File: src/rtl/log_event_arb_if.sv
// Bus bundle for log_event_arb: event sources, host clear control and logger side.
//
// Handshake: a source raises Req_SI[i] with its Data_DI slice stable and keeps
// both unchanged until it sees Ack_SO[i] high in the same cycle; the event is
// consumed at the clock edge where Req_SI[i] & Ack_SO[i]. Ack_SO is a
// combinational acceptance and is one-hot or zero. On the logger side
// LogTrigger_SO and LogClear_SO are single-cycle strobes; LogReady_SI is the
// logger's status and is sampled, never acknowledged.
interface log_event_arb_if #(
  parameter int NUM_SRC       = 4,
  parameter int SRC_DATA_BITW = 24,
  parameter int LOG_DATA_BITW = 32
);
  logic [NUM_SRC-1:0]               Req_SI;
  logic [NUM_SRC*SRC_DATA_BITW-1:0] Data_DI;
  logic [NUM_SRC-1:0]               Ack_SO;
  logic                             En_SI;
  logic                             Clear_SI;
  logic                             LogReady_SI;
  logic [LOG_DATA_BITW-1:0]         LogData_DO;
  logic                             LogTrigger_SO;
  logic                             LogClear_SO;
  logic                             Busy_SO;
  logic [15:0]                      DropCnt_DO;

  // Environment side: sources, host and logger status.
  modport master (
    output Req_SI, Data_DI, En_SI, Clear_SI, LogReady_SI,
    input  Ack_SO, LogData_DO, LogTrigger_SO, LogClear_SO, Busy_SO, DropCnt_DO
  );

  // Arbiter side.
  modport slave (
    input  Req_SI, Data_DI, En_SI, Clear_SI, LogReady_SI,
    output Ack_SO, LogData_DO, LogTrigger_SO, LogClear_SO, Busy_SO, DropCnt_DO
  );
endinterface

File: src/rtl/log_event_arb.sv
// Round-robin arbiter that funnels per-source events into a single logger,
// with a drop-or-stall policy when the logger is not ready and a host-driven
// clear sequence (drain, clear strobe, wait for logger ready).
module log_event_arb #(
  parameter int NUM_SRC       = 4,
  parameter int SRC_DATA_BITW = 24,
  parameter int LOG_DATA_BITW = 32,
  parameter int DROP_ON_FULL  = 1
) (
  input  logic        Clk_CI,
  input  logic        Rst_RBI,
  log_event_arb_if.slave bus,
  output logic [1:0]  DbgState_DO
);

  localparam int PTR_W = $clog2(NUM_SRC);

  typedef enum logic [1:0] {
    RUN       = 2'd0,
    CLR_DRAIN = 2'd1,
    CLR_ISSUE = 2'd2,
    CLR_WAIT  = 2'd3
  } state_e;

  state_e                   state_q, state_d;
  logic [PTR_W-1:0]         ptr_q, ptr_d;
  logic                     trig_q, trig_d;
  logic [LOG_DATA_BITW-1:0] data_q, data_d;
  logic [15:0]              drop_q, drop_d;

  logic                     eligible;
  logic                     grant_found;
  logic [PTR_W-1:0]         grant_idx;
  logic                     grant;
  logic [NUM_SRC-1:0]       ack;
  logic                     busy;
  logic                     log_clear;

  // Eligibility: only in RUN, enabled, no clear pending, and the logger can
  // either take the event or we are allowed to drop it. Reset forces it low so
  // no Ack leaks out while the block is held in reset.
  assign eligible = Rst_RBI && (state_q == RUN) && bus.En_SI && !bus.Clear_SI &&
                    (bus.LogReady_SI || (DROP_ON_FULL != 0));

  // Cyclic scan starting just after the last granted source.
  always_comb begin
    int               idx;
    logic [PTR_W-1:0] idx_w;
    grant_found = 1'b0;
    grant_idx   = '0;
    idx         = 0;
    idx_w       = '0;
    for (int k = 1; k <= NUM_SRC; k++) begin
      idx = int'(ptr_q) + k;
      if (idx >= NUM_SRC) idx = idx - NUM_SRC;
      idx_w = PTR_W'(idx);
      if (!grant_found && bus.Req_SI[idx_w]) begin
        grant_found = 1'b1;
        grant_idx   = idx_w;
      end
    end
  end

  assign grant = eligible && grant_found;

  // FSM state register.
  always_ff @(posedge Clk_CI or negedge Rst_RBI) begin
    if (!Rst_RBI) state_q <= RUN;
    else          state_q <= state_d;
  end

  // FSM next state: clear is accepted only in RUN, then drain, issue, wait.
  always_comb begin
    state_d = state_q;
    case (state_q)
      RUN:       if (bus.Clear_SI) state_d = CLR_DRAIN;
      CLR_DRAIN: state_d = CLR_ISSUE;
      CLR_ISSUE: state_d = CLR_WAIT;
      CLR_WAIT:  if (bus.LogReady_SI) state_d = RUN;
      default:   state_d = RUN;
    endcase
  end

  // FSM outputs: grant one-hot, busy flag, clear strobe and debug state.
  always_comb begin
    ack = '0;
    if (grant) ack[grant_idx] = 1'b1;
    busy        = Rst_RBI && (state_q != RUN);
    log_clear   = (state_q == CLR_ISSUE);
    DbgState_DO = state_q;
  end

  // Datapath next values: pointer, trigger/data capture, drop counter.
  always_comb begin
    ptr_d  = ptr_q;
    trig_d = 1'b0;
    data_d = data_q;
    drop_d = drop_q;
    if (grant) begin
      ptr_d = grant_idx;
      if (bus.LogReady_SI) begin
        trig_d = 1'b1;
        data_d = '0;
        data_d[7:0] = 8'(grant_idx);
        data_d[8 +: SRC_DATA_BITW] =
          bus.Data_DI[grant_idx*SRC_DATA_BITW +: SRC_DATA_BITW];
      end else if (drop_q != 16'hFFFF) begin
        drop_d = drop_q + 16'd1;
      end
    end
    // Leaving the clear sequence resets the drop statistics.
    if (state_q == CLR_WAIT && bus.LogReady_SI) drop_d = '0;
  end

  // Datapath registers; pointer resets to the last source so source 0 wins first.
  always_ff @(posedge Clk_CI or negedge Rst_RBI) begin
    if (!Rst_RBI) begin
      ptr_q  <= PTR_W'(NUM_SRC - 1);
      trig_q <= 1'b0;
      data_q <= '0;
      drop_q <= '0;
    end else begin
      ptr_q  <= ptr_d;
      trig_q <= trig_d;
      data_q <= data_d;
      drop_q <= drop_d;
    end
  end

  assign bus.Ack_SO        = ack;
  assign bus.Busy_SO       = busy;
  assign bus.LogClear_SO   = log_clear;
  assign bus.LogTrigger_SO = trig_q;
  assign bus.LogData_DO    = data_q;
  assign bus.DropCnt_DO    = drop_q;

endmodule
File: src/flat_wrapper.sv
// flat-port wrapper written by rule: the top's interface ports become plain ports
module log_event_arb_flat 
#(
  parameter int NUM_SRC       = 4,
  parameter int SRC_DATA_BITW = 24,
  parameter int LOG_DATA_BITW = 32,
  parameter int DROP_ON_FULL  = 1
)
  (Clk_CI, Rst_RBI, DbgState_DO, bus_Req_SI, bus_Data_DI, bus_En_SI, bus_Clear_SI, bus_LogReady_SI, bus_Ack_SO, bus_LogData_DO, bus_LogTrigger_SO, bus_LogClear_SO, bus_Busy_SO, bus_DropCnt_DO);
  log_event_arb_if #(.NUM_SRC(NUM_SRC), .SRC_DATA_BITW(SRC_DATA_BITW), .LOG_DATA_BITW(LOG_DATA_BITW)) bus_i ();
  input  logic Clk_CI;
  input  logic Rst_RBI;
  output logic [1:0] DbgState_DO;
  input wire logic [$bits(bus_i.Req_SI)-1:0] bus_Req_SI;
  input wire logic [$bits(bus_i.Data_DI)-1:0] bus_Data_DI;
  input wire logic [$bits(bus_i.En_SI)-1:0] bus_En_SI;
  input wire logic [$bits(bus_i.Clear_SI)-1:0] bus_Clear_SI;
  input wire logic [$bits(bus_i.LogReady_SI)-1:0] bus_LogReady_SI;
  output wire logic [$bits(bus_i.Ack_SO)-1:0] bus_Ack_SO;
  output wire logic [$bits(bus_i.LogData_DO)-1:0] bus_LogData_DO;
  output wire logic [$bits(bus_i.LogTrigger_SO)-1:0] bus_LogTrigger_SO;
  output wire logic [$bits(bus_i.LogClear_SO)-1:0] bus_LogClear_SO;
  output wire logic [$bits(bus_i.Busy_SO)-1:0] bus_Busy_SO;
  output wire logic [$bits(bus_i.DropCnt_DO)-1:0] bus_DropCnt_DO;
  assign bus_i.Req_SI = bus_Req_SI;
  assign bus_i.Data_DI = bus_Data_DI;
  assign bus_i.En_SI = bus_En_SI;
  assign bus_i.Clear_SI = bus_Clear_SI;
  assign bus_i.LogReady_SI = bus_LogReady_SI;
  assign bus_Ack_SO = bus_i.Ack_SO;
  assign bus_LogData_DO = bus_i.LogData_DO;
  assign bus_LogTrigger_SO = bus_i.LogTrigger_SO;
  assign bus_LogClear_SO = bus_i.LogClear_SO;
  assign bus_Busy_SO = bus_i.Busy_SO;
  assign bus_DropCnt_DO = bus_i.DropCnt_DO;
  log_event_arb #(.NUM_SRC(NUM_SRC), .SRC_DATA_BITW(SRC_DATA_BITW), .LOG_DATA_BITW(LOG_DATA_BITW), .DROP_ON_FULL(DROP_ON_FULL)) u_core (.Clk_CI(Clk_CI), .Rst_RBI(Rst_RBI), .bus(bus_i), .DbgState_DO(DbgState_DO));
endmodule
File: config.mk
export PLATFORM = sky130hd
export DESIGN_NAME = log_event_arb_flat
export DESIGN_NICKNAME = d
export VERILOG_FILES = /design/src/rtl/log_event_arb_if.sv /design/src/rtl/log_event_arb.sv /design/src/flat_wrapper.sv
export SDC_FILE = /design/constraint.sdc
export NUM_CORES = 1
export LEC_CHECK = 0
export BUFFER_PORTS_ARGS = -buffer_cell sky130_fd_sc_hd__clkbuf_2
export CORE_MARGIN = 2
export CORE_UTILIZATION = 35
export CTS_BUF_LIST = sky130_fd_sc_hd__clkbuf_8
export CTS_CLUSTER_SIZE = 10
export DETAILED_ROUTE_END_ITERATION = 10
export PLACE_DENSITY = 0.73
export SLEW_MARGIN = 20
export SYNTH_ARGS = -nofsm -noshare
export SYNTH_HDL_FRONTEND = slang
export SYNTH_SLANG_ARGS = --single-unit
export TNS_END_PERCENT = 20
File: constraint.sdc
create_clock -name Clk_CI -period 3.52 [get_ports Clk_CI]
set_clock_uncertainty 0.05 [all_clocks]
set_input_delay 0.528 -clock Clk_CI [delete_from_list [all_inputs] [get_ports Clk_CI]]
set_output_delay 0.528 -clock Clk_CI [all_outputs]
set_load 0.03 [all_outputs]
==> out/qor.log <==
INFO  floorplan      initial_core_util=35.5%
INFO  logic_synthesis netlist.top_cell.by_area=dfrtp_1
INFO  sta            final.setup.tns=0ns
INFO  cells_and_area final_instance_area=3780um^2
INFO  logic_synthesis yosys-top-cells-count=48 x mux2i_1, 45 x dfrtp_1, 36 x nand2_1
INFO  global_route   grt_first_pass_wirelength=11700um
INFO  global_route   grt-ovfl-total=0
INFO  logic_synthesis synth-edff-count=0
INFO  sta            max_slew.worst_pin.slew=0.619ns
INFO  critical_path  path_cells=mux2_4 -> a22oi_2 -> a21boi_1 -> nand2_1 -> nor2_1 -> clkbuf_2
INFO  sta            unrepaired_setup_endpoints_after_global_routing=false
INFO  logic_synthesis synthCells=284
INFO  cells_and_area drive_gt1_share=41.8%
INFO  power_and_ir_drop cellPowerDensity=626nW/um^2
INFO  critical_path  critical_path.startpoint_type=register
INFO  clock_tree     cts_max_level=2
INFO  routing        detailroute.wirelength.met3=402um
INFO  cells_and_area number_of_antenna_cells_inserted=0
INFO  hold_path      worstHoldPathType=primary input to asynchronous set/reset pin
INFO  placement      postPlaceCellArea=3700um^2
INFO  clock_tree     postCtsResizedCells=0
INFO  clock_tree     cts-buffers-inserted=5
INFO  flow_run       maxCapViolations=0
INFO  routing        routed_via_density=4.99
INFO  routing        drc=0
INFO  critical_path  critical_path.n_buffers_inverters=1
INFO  floorplan      die_width=94.5um
INFO  routing        total_via_count_after_detailed_routing=2696
INFO  critical_path  path_delay_family=flip-flops
INFO  floorplan      ios=162
INFO  critical_path  critical_path_required=2.94ns
INFO  clock_tree     tritoncts=done
INFO  power_and_ir_drop leakagePower=2.04nW
INFO  critical_path  path_class=register to output pin
INFO  placement      dpl.hpwl=5880um
INFO  placement      place_inst=532
INFO  clock_tree     post-cts-setup-buffers=0
INFO  logic_synthesis mappedNetlistArea=2870um^2
INFO  clock_tree     clk_path_buf_depth=2
INFO  floorplan      fp.coreArea=8090um^2
INFO  critical_path  critical_path_peak_fanout=8
INFO  placement      placement.io_buffers=155
INFO  floorplan      die_height=94.5um
INFO  routing        total_wirelength_of_the_detailed_routed_design=7610um
INFO  routing        dr.pass1.iters=4
INFO  routing        initialDrtViolationCount=107
INFO  critical_path  slowest_delay=0.62ns
INFO  placement      finalWeightedCongestion=0.751
INFO  logic_synthesis yosys_warnings=0
INFO  routing        met2RoutedLength=3760um
INFO  clock_tree     cts-root-buf=clkbuf_8
INFO  sta            slew_headroom=58.7%
INFO  cells_and_area finish.cell_count_without_fillers=540
INFO  floorplan      placementRows=33
INFO  sta            min_tclk_post_route=2.84ns
INFO  logic_synthesis synth.distinct_cells=46
INFO  clock_tree     cts.reportedPaths.clkPinSlew=0.09ns
INFO  sta            fmax=352MHz
INFO  global_route   grt_antenna_before_repair=0
INFO  power_and_ir_drop report.power.total=2.37mW
INFO  logic_synthesis synth_sequential_area_ratio=41.1%
INFO  logic_synthesis synth-async-reset-ratio=100%
INFO  logic_synthesis netlist.area_leader.share=39.2%
INFO  logic_synthesis post-synth-top-count-cell=mux2i_1
INFO  cells_and_area finalNetCount=544
INFO  routing        top_layer=met4
INFO  power_and_ir_drop worst_ir_drop_vdd=297uV
INFO  routing        route.antenna.remaining_nets=0
INFO  logic_synthesis yosys-top-cells-area=dfrtp_1 39%, mux2i_1 17%, o221ai_1 7.3%
INFO  critical_path  worst_ep_arrival_time=2.26ns
INFO  cells_and_area areaGrowthSynthToFinish=31.9%
INFO  global_route   groute.usage.overall=16.2%
INFO  clock_tree     clkLatencyLatePin=0.29ns
INFO  sta            fin_hold_ws=0.322ns
INFO  sta            fin_max_slew_vios=0
INFO  global_route   pin_count_of_the_biggest_net_entering_global_routing=49
INFO  routing        wirelength_met1=3410um
INFO  sta            setup_viol=0
INFO  floorplan      die_area=8940um^2
INFO  logic_synthesis yosys_most_used_dff=dfrtp_1
INFO  clock_tree     cts_hold_fix_bufs=0
INFO  sta            final_min_period_over_clock_period=80.6%
INFO  logic_synthesis syn_avg_cell_area=10.1um^2
INFO  clock_tree     cts_num_sinks=47
INFO  sta            hold_viol_final=0
INFO  routing        wl_per_cell=14.1um
INFO  critical_path  worst_setup_path_end_kind=output pin
INFO  global_route   grt_pass1_vias=2448
INFO  outcome        run_status=finished, final reports clean
INFO  critical_path  cp_max_delay_cell=dfstp_2
INFO  logic_synthesis synth_seq_cells=47
## final timing paths
kind                                                       start                               endpoint  slack (ns)  cells after the start
max reg2reg                    u_core.DbgState_DO[0]$_DFFE_PN0P_  u_core.bus.LogData_DO[23]$_DFFE_PN0P_        1.16                      8
min in group Clk_CI        u_core.bus.LogData_DO[19]$_DFFE_PN0P_  u_core.bus.LogData_DO[19]$_DFFE_PN0P_        0.45                      2
min                                                      Rst_RBI      u_core.DbgState_DO[0]$_DFFE_PN0P_        0.32                      2
max                                  u_core.ptr_q[1]$_DFFE_PN1P_                          bus_Ack_SO[2]        0.68                      6
min reg2reg                u_core.bus.LogData_DO[19]$_DFFE_PN0P_  u_core.bus.LogData_DO[19]$_DFFE_PN0P_        0.45                      2
max in group asynchronous                                Rst_RBI  u_core.bus.LogData_DO[19]$_DFFE_PN0P_        2.69                      2
## per-layer routing
metal / vias to the layer above / track usage (%)
li1: 1341 / -
met5: - / 0
met3: 4 / 2.47
met1: 1265 / 22.5
met2: 86 / 27.3
met4: 0 / 2.90
## report_power, final
group	internal (mW)	switching (mW)	leakage (nW)
Sequential	0.708	0.111	0.615
Combinational	0.450	0.775	1.38
Clock	0.137	0.189	0.0453
Total	1.29	1.08	2.04
## final cells by class
cell class	count	area [um^2]
clock buffer	5	68.8
clock inverter	3	16.3
fill	794	4310
inverter	10	37.5
multi-input combinational	213	1550
sequential	47	1180
tap	105	131
timing repair buffer	157	803
## registers in the layout, indices dropped and copies added, names as in the netlist
name and flops:
u_core.ptr_q 2, u_core.bus.DropCnt_DO 16, u_core.DbgState_DO 2, u_core.bus.LogData_DO 26, u_core.bus.LogTrigger_SO 1
## metrics by stage
step / setup slack [ns] / utilization, %
2_1_floorplan: 1.11 / -
3_3_place_gp: 1.06 / 45.7
3_5_place_dp: 0.967 / 45.7
5_1_grt: 0.588 / 46.8
4_1_cts: 0.694 / 46.8
6_report: 0.682 / 46.8
## cells by family after synthesis
group / count (synthesis) / synth area share (%)
simple gates: 84 / 15.5
compound gates: 66 / 16.9
mux: 50 / 17.7
flops: 47 / 41.1
buf+inv: 29 / 5.89
fa+ha+maj: 5 / 2.18
xor+xnor: 2 / 0.611
other cells: 1 / 0.131
## placed cells by master, fill, tap and decap left out, drive strengths merged
cell	instances
a211oi	1
a21boi	1
a21oi	14
a22oi	1
and2	4
and3	3
and4	2
buf	2
clkbuf	160
clkinv	1
clkinvlp	1
conb	6
dfrtp	45
dfstp	2
ha	5
inv	11
mux2	2
mux2i	48
nand2	39
nand2b	1
nand3	5
nand4	3
nand4b	1
nor2	10
nor2b	3
nor3	3
nor4	1
o2111ai	1
o211ai	3
o21ai	18
o221ai	24
o22ai	1
o32a	1
o32ai	1
or3	9
xor2	2
No activity file was read; power rests on OpenSTA's default activity.
